**src/rtl/fetch_queue_pkg.sv**
```systemverilog
// Shared constants and the per-cycle operation encoding for the fetch queue.
// WORD_ZERO and PC_INCR are the common constants; fetch_queue does not redefine them locally.
package fetch_queue_pkg;

  localparam logic [63:0] WORD_ZERO = 64'h0;
  localparam int unsigned PC_INCR   = 4;

  typedef enum logic [2:0] {
    FQ_OP_IDLE  = 3'd0,
    FQ_OP_PUSH  = 3'd1,
    FQ_OP_POP   = 3'd2,
    FQ_OP_BOTH  = 3'd3,
    FQ_OP_FLUSH = 3'd4
  } fq_op_e;

  function automatic fq_op_e fq_decode(input logic flush, input logic push_acc,
                                       input logic pop_acc);
    if (flush)                    return FQ_OP_FLUSH;
    else if (push_acc && pop_acc) return FQ_OP_BOTH;
    else if (push_acc)            return FQ_OP_PUSH;
    else if (pop_acc)             return FQ_OP_POP;
    else                          return FQ_OP_IDLE;
  endfunction

endpackage

```
**src/rtl/fetch_queue_mem.sv**
```systemverilog
// Fetch queue storage (module fq_mem): DEPTH x DATA_W, one synchronous write port,
// one asynchronous read port, no reset.
module fq_mem #(
  parameter int DEPTH  = 4,
  parameter int DATA_W = 64
) (
  input  logic                     clk,
  input  logic                     we,
  input  logic [$clog2(DEPTH)-1:0] waddr,
  input  logic [DATA_W-1:0]        wdata,
  input  logic [$clog2(DEPTH)-1:0] raddr,
  output logic [DATA_W-1:0]        rdata
);

  logic [DATA_W-1:0] mem [DEPTH];

  always_ff @(posedge clk) begin
    if (we) mem[waddr] <= wdata;
  end

  assign rdata = mem[raddr];

endmodule

```
**src/rtl/fetch_queue.sv**
```systemverilog
// First-word-fall-through fetch queue holding {pc+4, instr} pairs between fetch and decode.
// Optional event trace is enabled by defining FETCH_QUEUE_TRACE_EN.
module fetch_queue
  import fetch_queue_pkg::*;
#(
  parameter int DEPTH = 4,
  parameter int WIDTH = 32
) (
  input  logic                     clk,
  input  logic                     rst,
  input  logic [WIDTH-1:0]         pc_in,
  input  logic [WIDTH-1:0]         instr_in,
  input  logic                     push,
  input  logic                     pop,
  input  logic                     flush,
  output logic                     pc_write,
  output logic [WIDTH-1:0]         instr_out,
  output logic [WIDTH-1:0]         pc4_out,
  output logic                     valid_out,
  output logic [$clog2(DEPTH):0]   count
);

  localparam int AW = $clog2(DEPTH);
  localparam int CW = AW + 1;
  localparam logic [CW-1:0] FULL_CNT = CW'(DEPTH);
  localparam logic [WIDTH-1:0] ZERO_W = WORD_ZERO[WIDTH-1:0];

  logic [AW-1:0]      wr_ptr;
  logic [AW-1:0]      rd_ptr;
  logic [CW-1:0]      count_q;
  logic               full;
  logic               empty;
  logic               push_acc;
  logic               pop_acc;
  logic [2*WIDTH-1:0] wdata;
  logic [2*WIDTH-1:0] rdata;
  fq_op_e             op;

  assign full  = (count_q == FULL_CNT);
  assign empty = (count_q == '0);

  // A pop in the same cycle frees a slot, so a full queue can still take a push.
  assign pc_write = ~flush & (~full | (pop & ~empty));
  assign push_acc = push & pc_write;
  assign pop_acc  = pop & ~empty & ~flush;
  assign op       = fq_decode(flush, push_acc, pop_acc);

  assign wdata = {pc_in + WIDTH'(PC_INCR), instr_in};

  always_ff @(posedge clk or posedge rst) begin
    if (rst) begin
      wr_ptr  <= '0;
      rd_ptr  <= '0;
      count_q <= '0;
    end else begin
      case (op)
        FQ_OP_FLUSH: begin
          wr_ptr  <= '0;
          rd_ptr  <= '0;
          count_q <= '0;
        end
        FQ_OP_PUSH: begin
          wr_ptr  <= wr_ptr + 1'b1;
          count_q <= count_q + 1'b1;
        end
        FQ_OP_POP: begin
          rd_ptr  <= rd_ptr + 1'b1;
          count_q <= count_q - 1'b1;
        end
        FQ_OP_BOTH: begin
          wr_ptr <= wr_ptr + 1'b1;
          rd_ptr <= rd_ptr + 1'b1;
        end
        default: ;
      endcase
    end
  end

  fq_mem #(
    .DEPTH  (DEPTH),
    .DATA_W (2*WIDTH)
  ) u_mem (
    .clk   (clk),
    .we    (push_acc),
    .waddr (wr_ptr),
    .wdata (wdata),
    .raddr (rd_ptr),
    .rdata (rdata)
  );

  // Storage is never cleared, so the head is gated to avoid exposing stale words.
  assign valid_out = ~empty;
  assign instr_out = valid_out ? rdata[WIDTH-1:0]       : ZERO_W;
  assign pc4_out   = valid_out ? rdata[2*WIDTH-1:WIDTH] : ZERO_W;
  assign count     = count_q;

`ifdef FETCH_QUEUE_TRACE_EN
  always @(posedge clk or posedge rst) begin
    if (rst) begin
      $display("@%0t: FQ::RESET", $time);
    end else begin
      if (flush)    $display("@%0t: FQ flush", $time);
      if (push_acc) $display("@%0t: FQ push pc=%h", $time, pc_in);
      if (pop_acc)  $display("@%0t: FQ pop pc4=%h", $time, pc4_out);
    end
  end
`endif

endmodule

```
**config.mk**
```make
export PLATFORM = sky130hd
export DESIGN_NAME = fetch_queue
export DESIGN_NICKNAME = d
export VERILOG_FILES = /design/src/rtl/fetch_queue_pkg.sv /design/src/rtl/fetch_queue_mem.sv /design/src/rtl/fetch_queue.sv
export SDC_FILE = /design/constraint.sdc
export NUM_CORES = 1
export LEC_CHECK = 0
export ABC_AREA = 1
export BUFFER_PORTS_ARGS = -buffer_cell sky130_fd_sc_hd__buf_2
export CAP_MARGIN = 25
export CORE_ASPECT_RATIO = 1.75
export CORE_MARGIN = 2
export CORE_UTILIZATION = 58
export DETAILED_ROUTE_END_ITERATION = 12
export PLACE_DENSITY = 0.9
export SLEW_MARGIN = 20
export SYNTH_ARGS = -nofsm -noshare
export SYNTH_HDL_FRONTEND = slang
export SYNTH_SLANG_ARGS = --single-unit
```
**constraint.sdc**
```tcl
create_clock -name clk -period 5 [get_ports clk]
set_input_delay 1 -clock clk [delete_from_list [all_inputs] [get_ports clk]]
set_output_delay 1 -clock clk [all_outputs]
set_load 0.02 [all_outputs]
```
==> results of run 1 <==
## worst min-delay path by stage
stage	end	slack, ps	cells past startpoint
3_5_place_dp	count[0]$_DFFE_PP0P_	560	2
4_1_cts	count[2]$_DFFE_PP0P_	440	2
3_3_place_gp	wr_ptr[0]$_DFFE_PP0P_	540	1
2_1_floorplan	wr_ptr[0]$_DFFE_PP0P_	520	1
6_report	count[0]$_DFFE_PP0P_	450	2
5_1_grt	count[2]$_DFFE_PP0P_	450	2
## layout by cell type (no fill, tap or decap), types with 2 or more instances in the layout
master,n
o21ai_0,124
diode_2,3
ha_1,5
a21oi_1,67
nand4_1,10
clkbuf_1,3
dfrtp_1,5
inv_2,2
nand3_1,9
nor3_2,2
nor2_4,5
clkbuf_16,21
nand2_1,83
buf_12,2
o21ai_1,6
nor3_1,9
buf_2,137
xor2_1,13
clkinv_2,3
nor2_2,2
nand3b_1,9
inv_1,30
xnor2_1,5
nor2_1,293
buf_4,11
edfxtp_1,256
clkinv_1,6
## flip-flops by register name, indices dropped and copies added (netlist names)
| signal | flops |
|---|---|
| u_mem.mem | 256 |
| count | 3 |
| rd_ptr | 2 |
| wr_ptr | 2 |
## per-stage QoR
stage | cell area [um^2] | setup WS (ps) | total power [mW] | util, %
2_1_floorplan | 11100 | 436 | 4.13 | -
3_3_place_gp | 12100 | 1600 | 4.81 | 63.3
3_5_place_dp | 12100 | 1500 | 4.86 | 63.3
4_1_cts | 12700 | 989 | 6.34 | 66.6
5_1_grt | 12700 | 815 | 6.63 | 66.6
6_report | 12700 | 942 | 6.31 | 66.6
## logic make-up after synthesis
family                     share of synthesized area [%]
adders and majority gates                          0.741
buffers and inverters                               3.26
DFF                                                 70.5
and+or+nand+nor                                     15.2
xor gates and xnor gates                            1.41
AOI/OAI and AO/OA                                   8.85
## critical path, delay by kind of cell (launching register included)
kind	cells	cell delay, ps
AOI/OAI and AO/OA	2	450
DFF	1	880
buffers and inverters	2	950
and+or+nand+nor	2	230
## routing by layer
layer  part of all wire [%]  vias to the layer above  track usage (%)
met5                      0                        -                0
met4                    4.2                        0             10.9
met3                    5.0                       65             1.99
met2                     55                      328             44.8
met1                     36                     3689             27.6
li1                       -                     3671                -
## where the power goes
part           switching [mW]  internal [mW]
clock                   0.680          0.817
combinational            1.55          0.608
sequential              0.102           2.55
total                    2.34           3.98
## area by class of cell
type                       instances  area (um^2)  share of cell area (%)
sequential                       263         7870                    62.1
multi-input combinational        644         2960                    23.3
timing repair buffer             150          808                    6.38
clock buffer                      24          537                    4.23
tap                              241          302                    2.38
inverter                          32          120                   0.948
clock inverter                    11         76.3                   0.602
antenna                            3         7.51                  0.0592
==> results by group, run 1 <==
Timing
  • Worst Tran Pin Value: around 840 ps
  • Final min period: slightly above 4000 ps
  • Fin Setup TNS: 0 ps
  • Max transition margin: a little over two fifths
  • Fin Clk Skew: around 4.2 ps
  • Fin. Hold Viols: 0
  • Worst Hold Slack: 450 ps
  • Fin crit share: 81.2%
  • Slew Limit Fails: 0
  • RSZ-0062 raised after global routing: no
  • Max frequency: 246 MHz
  • Final setup viols: 0

Route
  • Initial DRC Count: 582
  • Routed WL: 24.7 mm
  • Routed len/inst: 18.0 um
  • Vias per cell: 5.67
  • Antenna Nets Post-Route: 0
  • Routed via count: 7753
  • First-pass DRT Iterations: 7
  • DRC: 0

Global routing
  • Global route overflow: 0
  • First-pass GRT wire length: ~38 mm
  • Largest net degree at the start of global routing: 69
  • Vias in the first global route: 7488
  • Antenna violations before repair: 3
  • Total GRT Usage: between 20 and 25%

Clocking
  • Number of H-tree levels: 1
  • CTS tree: yes
  • Clock latency on the worst-skew pair: 490 ps
  • Root buffer cell: clkbuf_16
  • CTS buffer count: 20
  • Clk buf depth: 3
  • Post-CTS setup buffers: 0
  • Cts hold-fix bufs: 0
  • Reg clk slew, reported paths: 70 ps
  • Sink Count: roughly 260
  • Post-CTS sizing: 0

Logic synthesis
  • Top post-synthesis cells by count: 297 x nor2_1, 256 x edfxtp_1, 124 x o21ai_0
  • Seq/Total Area, Yosys: 70.5%
  • Post-synth top flop: edfxtp_1
  • Synth Area per Inst: 11.3 um^2
  • Async set or reset register ratio after synthesis: ~2.7%
  • Synthesized instance count: a little under 1000
  • Yosys synthesis warning count: 0
  • Flops & latches, synth: 263
  • Area share of the largest cell type after synthesis: 69.0%
  • Synthesized area: 11100 um^2
  • Number of synthesized flops with an enable pin: around 260
  • Yosys top cell by area: edfxtp_1
  • Synth area leaders: edfxtp_1 69%, nor2_1 10%, o21ai_0 5.6%, a21oi_1 3.0%, nand2_1 2.8%
  • Distinct cells, synth: 24
  • Post-Syn Nets: 1061
  • Cell with the most instances after synthesis: nor2_1

Placed design
  • HPWL after detailed placement: 15.7 mm
  • Placed cells: 1330
  • Placer Congestion: 0.963
  • Port buffer count: roughly 140

Final layout
  • Synthesis-to-layout area growth: 13.7%
  • Post-Layout Cell Count: 1368
  • Layout fillers: between 1000 and 1500
  • Ratio of cells with drive above 1 in the final layout: 16.9%
  • Nets: 1186

Worst setup path
  • Critical path's largest stage delay: 880 ps
  • Crit. Startpoint: rd_ptr[0]$_DFFE_PP0P_
  • Worst setup endpoint: pc4_out[29]
  • Critical Path AT: 3060 ps
  • Slowest cell on crit path: dfrtp_4
  • Worst reg-to-reg setup slack: 2460 ps
  • Worst-path fanout max: 68
  • Cell Chain, Critical Path: buf_4 -> nor2_1 -> nor2_1 -> o21ai_0 -> a21oi_1 -> buf_2
  • Reg-to-Reg Start: rd_ptr[0]$_DFFE_PP0P_
  • Crit. End Element: output port
  • Critical path class: flip-flop to output port
  • Reg2Reg Capture Point: rd_ptr[1]$_DFFE_PP0P_
  • Startpoint types: flip-flop
  • R2R depth: 5
  • CP required: 4000 ps
  • Worst path most repeated cell: nor2_1

Floorplanning
  • Io pins: 138
  • Die ar.: 20400 um^2
  • Initial Util: 58.6%
  • Die X: roughly 110 um
  • Die H: roughly 190 um
  • Core ar.: 19000 um^2
  • Row count: between 60 and 70

Power
  • Worst vdd ir: 0.310 mV
  • Static Leakage: around 4.7 nW
  • Pwr per Cell Area: between 400 and 500 nW/um^2

Run
  • Max-Cap Viols: 0

Min path
  • Worst Hold Class: primary input to asynchronous set/reset pin

Outcome
  • Status: complete, no violations
Power figures use the tool's default switching activity.
==> inputs of run 2 (changes only) <==
clock period = 3.94 ns   (was 5 ns; I/O delays follow)
==> results by group, run 2 (same netlist as run 1, synthesis figures left out) <==
Outcome
  • Status: complete, no violations

Route
  • Antenna Nets Post-Route: 0
  • First-pass DRT Iterations: 5
  • DRC: 0
  • Routed len/inst: about 18 um
  • Routed WL: 24.8 mm
  • Vias per cell: between 5 and 6
  • Initial DRC Count: 717
  • Routed via count: about 7800

Timing
  • Final worst slack: ~790 ps
  • Fin Setup TNS: 0 ps
  • Final setup viols: 0
  • Slew Limit Fails: 0
  • Max transition margin: roughly 44%
  • Max frequency: 317 MHz
  • Fin crit share: 80.0%
  • Fin Clk Skew: 9.66 ps
  • Worst Hold Slack: 213 ps
  • RSZ-0062 raised after global routing: no
  • Fin. Hold Viols: 0
  • Final min period: 3150 ps
  • Worst Tran Pin Value: between 800 and 900 ps

Final layout
  • Fin area: 12800 um^2
  • Layout fillers: ~1300
  • Max reg flops: 256
  • Reg with most FFs: u_mem.mem
  • Most common cell after layout, fill and taps aside: nor2_1
  • Nets: 1185
  • Register Area: 7870 um^2
  • Synthesis-to-layout area growth: 15.2%
  • Final core utilization: about two thirds
  • Most frequent cells in the layout: 293 x nor2_1, 256 x edfxtp_1, 137 x buf_2, 124 x o21ai_0, 83 x nand2_1
  • Multi-input gate area: 2960 um^2
  • Ratio of cells with drive above 1 in the final layout: 17.3%
  • Post-Layout Cell Count: approximately 1400

Worst setup path
  • Critical Path AT: 2360 ps
  • R2R depth: 6
  • Worst path most repeated cell: nor2_1
  • Critical path class: flip-flop to output port
  • Slowest cell on crit path: dfrtp_4
  • Crit. End Element: output port
  • Cell Chain, Critical Path: buf_12 -> nor2_1 -> nor2_1 -> o21ai_0 -> a21oi_1 -> buf_2
  • Worst reg-to-reg setup slack: 1700 ps
  • Worst-path fanout max: 129
  • Reg2Reg Capture Point: u_mem.mem[1][37]$_DFFE_PP_
  • Reg-to-Reg Start: count[2]$_DFFE_PP0P_
  • CP required: 3150 ps
  • Startpoint types: flip-flop
  • Crit path max-delay family: buffers and inverters
  • Critical path's largest stage delay: 430 ps
  • CP Buf/Inv Count: 2

Global routing
  • Antenna violations before repair: 3
  • Vias in the first global route: 7714
  • Largest net degree at the start of global routing: 130
  • Global route overflow: 0
  • First-pass GRT wire length: around 38 mm
  • Total GRT Usage: between 20 and 25%

Floorplanning
  • Die H: 187 um
  • Die ar.: 20400 um^2
  • Initial Util: 58.6%
  • Io pins: 138
  • Core ar.: ~19000 um^2
  • Row count: 67
  • Die X: 109 um

Clocking
  • CTS tree: yes
  • Post-CTS setup buffers: 0
  • CTS buffer count: 21
  • Root buffer cell: clkbuf_16
  • Post-CTS sizing: 0
  • Reg clk slew, reported paths: 70 ps
  • Cts hold-fix bufs: 0
  • Clock latency on the worst-skew pair: 490 ps
  • Sink Count: between 200 and 300
  • Number of H-tree levels: 1
  • Clk buf depth: 3

Min path
  • Worst Hold Class: primary input to asynchronous set/reset pin

Power
  • Total power: 8.39 mW
  • Static Leakage: around 4.7 nW
  • Worst vdd ir: 0.437 mV
  • Pwr per Cell Area: roughly 650 nW/um^2

Placed design
  • Placer Congestion: 0.914
  • Post-Place Cell Area: 12100 um^2
  • Port buffer count: 137
  • Placed cells: around 1300
  • Dpl ws: roughly 1300 ps
  • HPWL after detailed placement: 15.3 mm

Run
  • Max-Cap Viols: 0
## run 2: layout make-up
cell class,instances,share of cell area [%]
Antenna cell,3,0.0585
Clock buffer,24,4.18
Clock inverter,13,1.54
Inverter,32,0.935
Multi-Input combinational cell,644,23.0
Sequential cell,263,61.3
Tap cell,241,2.35
Timing Repair Buffer,148,6.66
## run 2: worst max-delay path by stage
stage | startpoint | to | slack [ps] | depth (start not counted)
3_3_place_gp | flush | u_mem.mem[1][38]$_DFFE_PP_ | 1320 | 5
3_5_place_dp | flush | u_mem.mem[3][38]$_DFFE_PP_ | 1280 | 5
5_1_grt | rd_ptr[0]$_DFFE_PP0P_ | instr_out[6] | 750 | 6
2_1_floorplan | flush | u_mem.mem[0][0]$_DFFE_PP_ | -410 | 3
4_1_cts | rd_ptr[0]$_DFFE_PP0P_ | instr_out[6] | 840 | 6
6_report | rd_ptr[0]$_DFFE_PP0P_ | pc4_out[16] | 790 | 6
## run 2: report_power, final
part	total, mW	internal, mW	leakage, nW	switching (mW)
logic	2.90	0.809	1.99	2.09
clock network	2.19	1.31	0.345	0.884
registers	3.29	3.24	2.41	0.0568
## run 2: layer usage
layer  part of all wire (%)  track usage [%]  vias up  wire length [um]
met4                    6.1             14.3        0              1500
met5                      0                0        -                 0
met3                    5.8             2.47       87              1440
met1                     35             26.7     3716              8650
met2                     53             44.3      343             13200
li1                       -                -     3680                 -
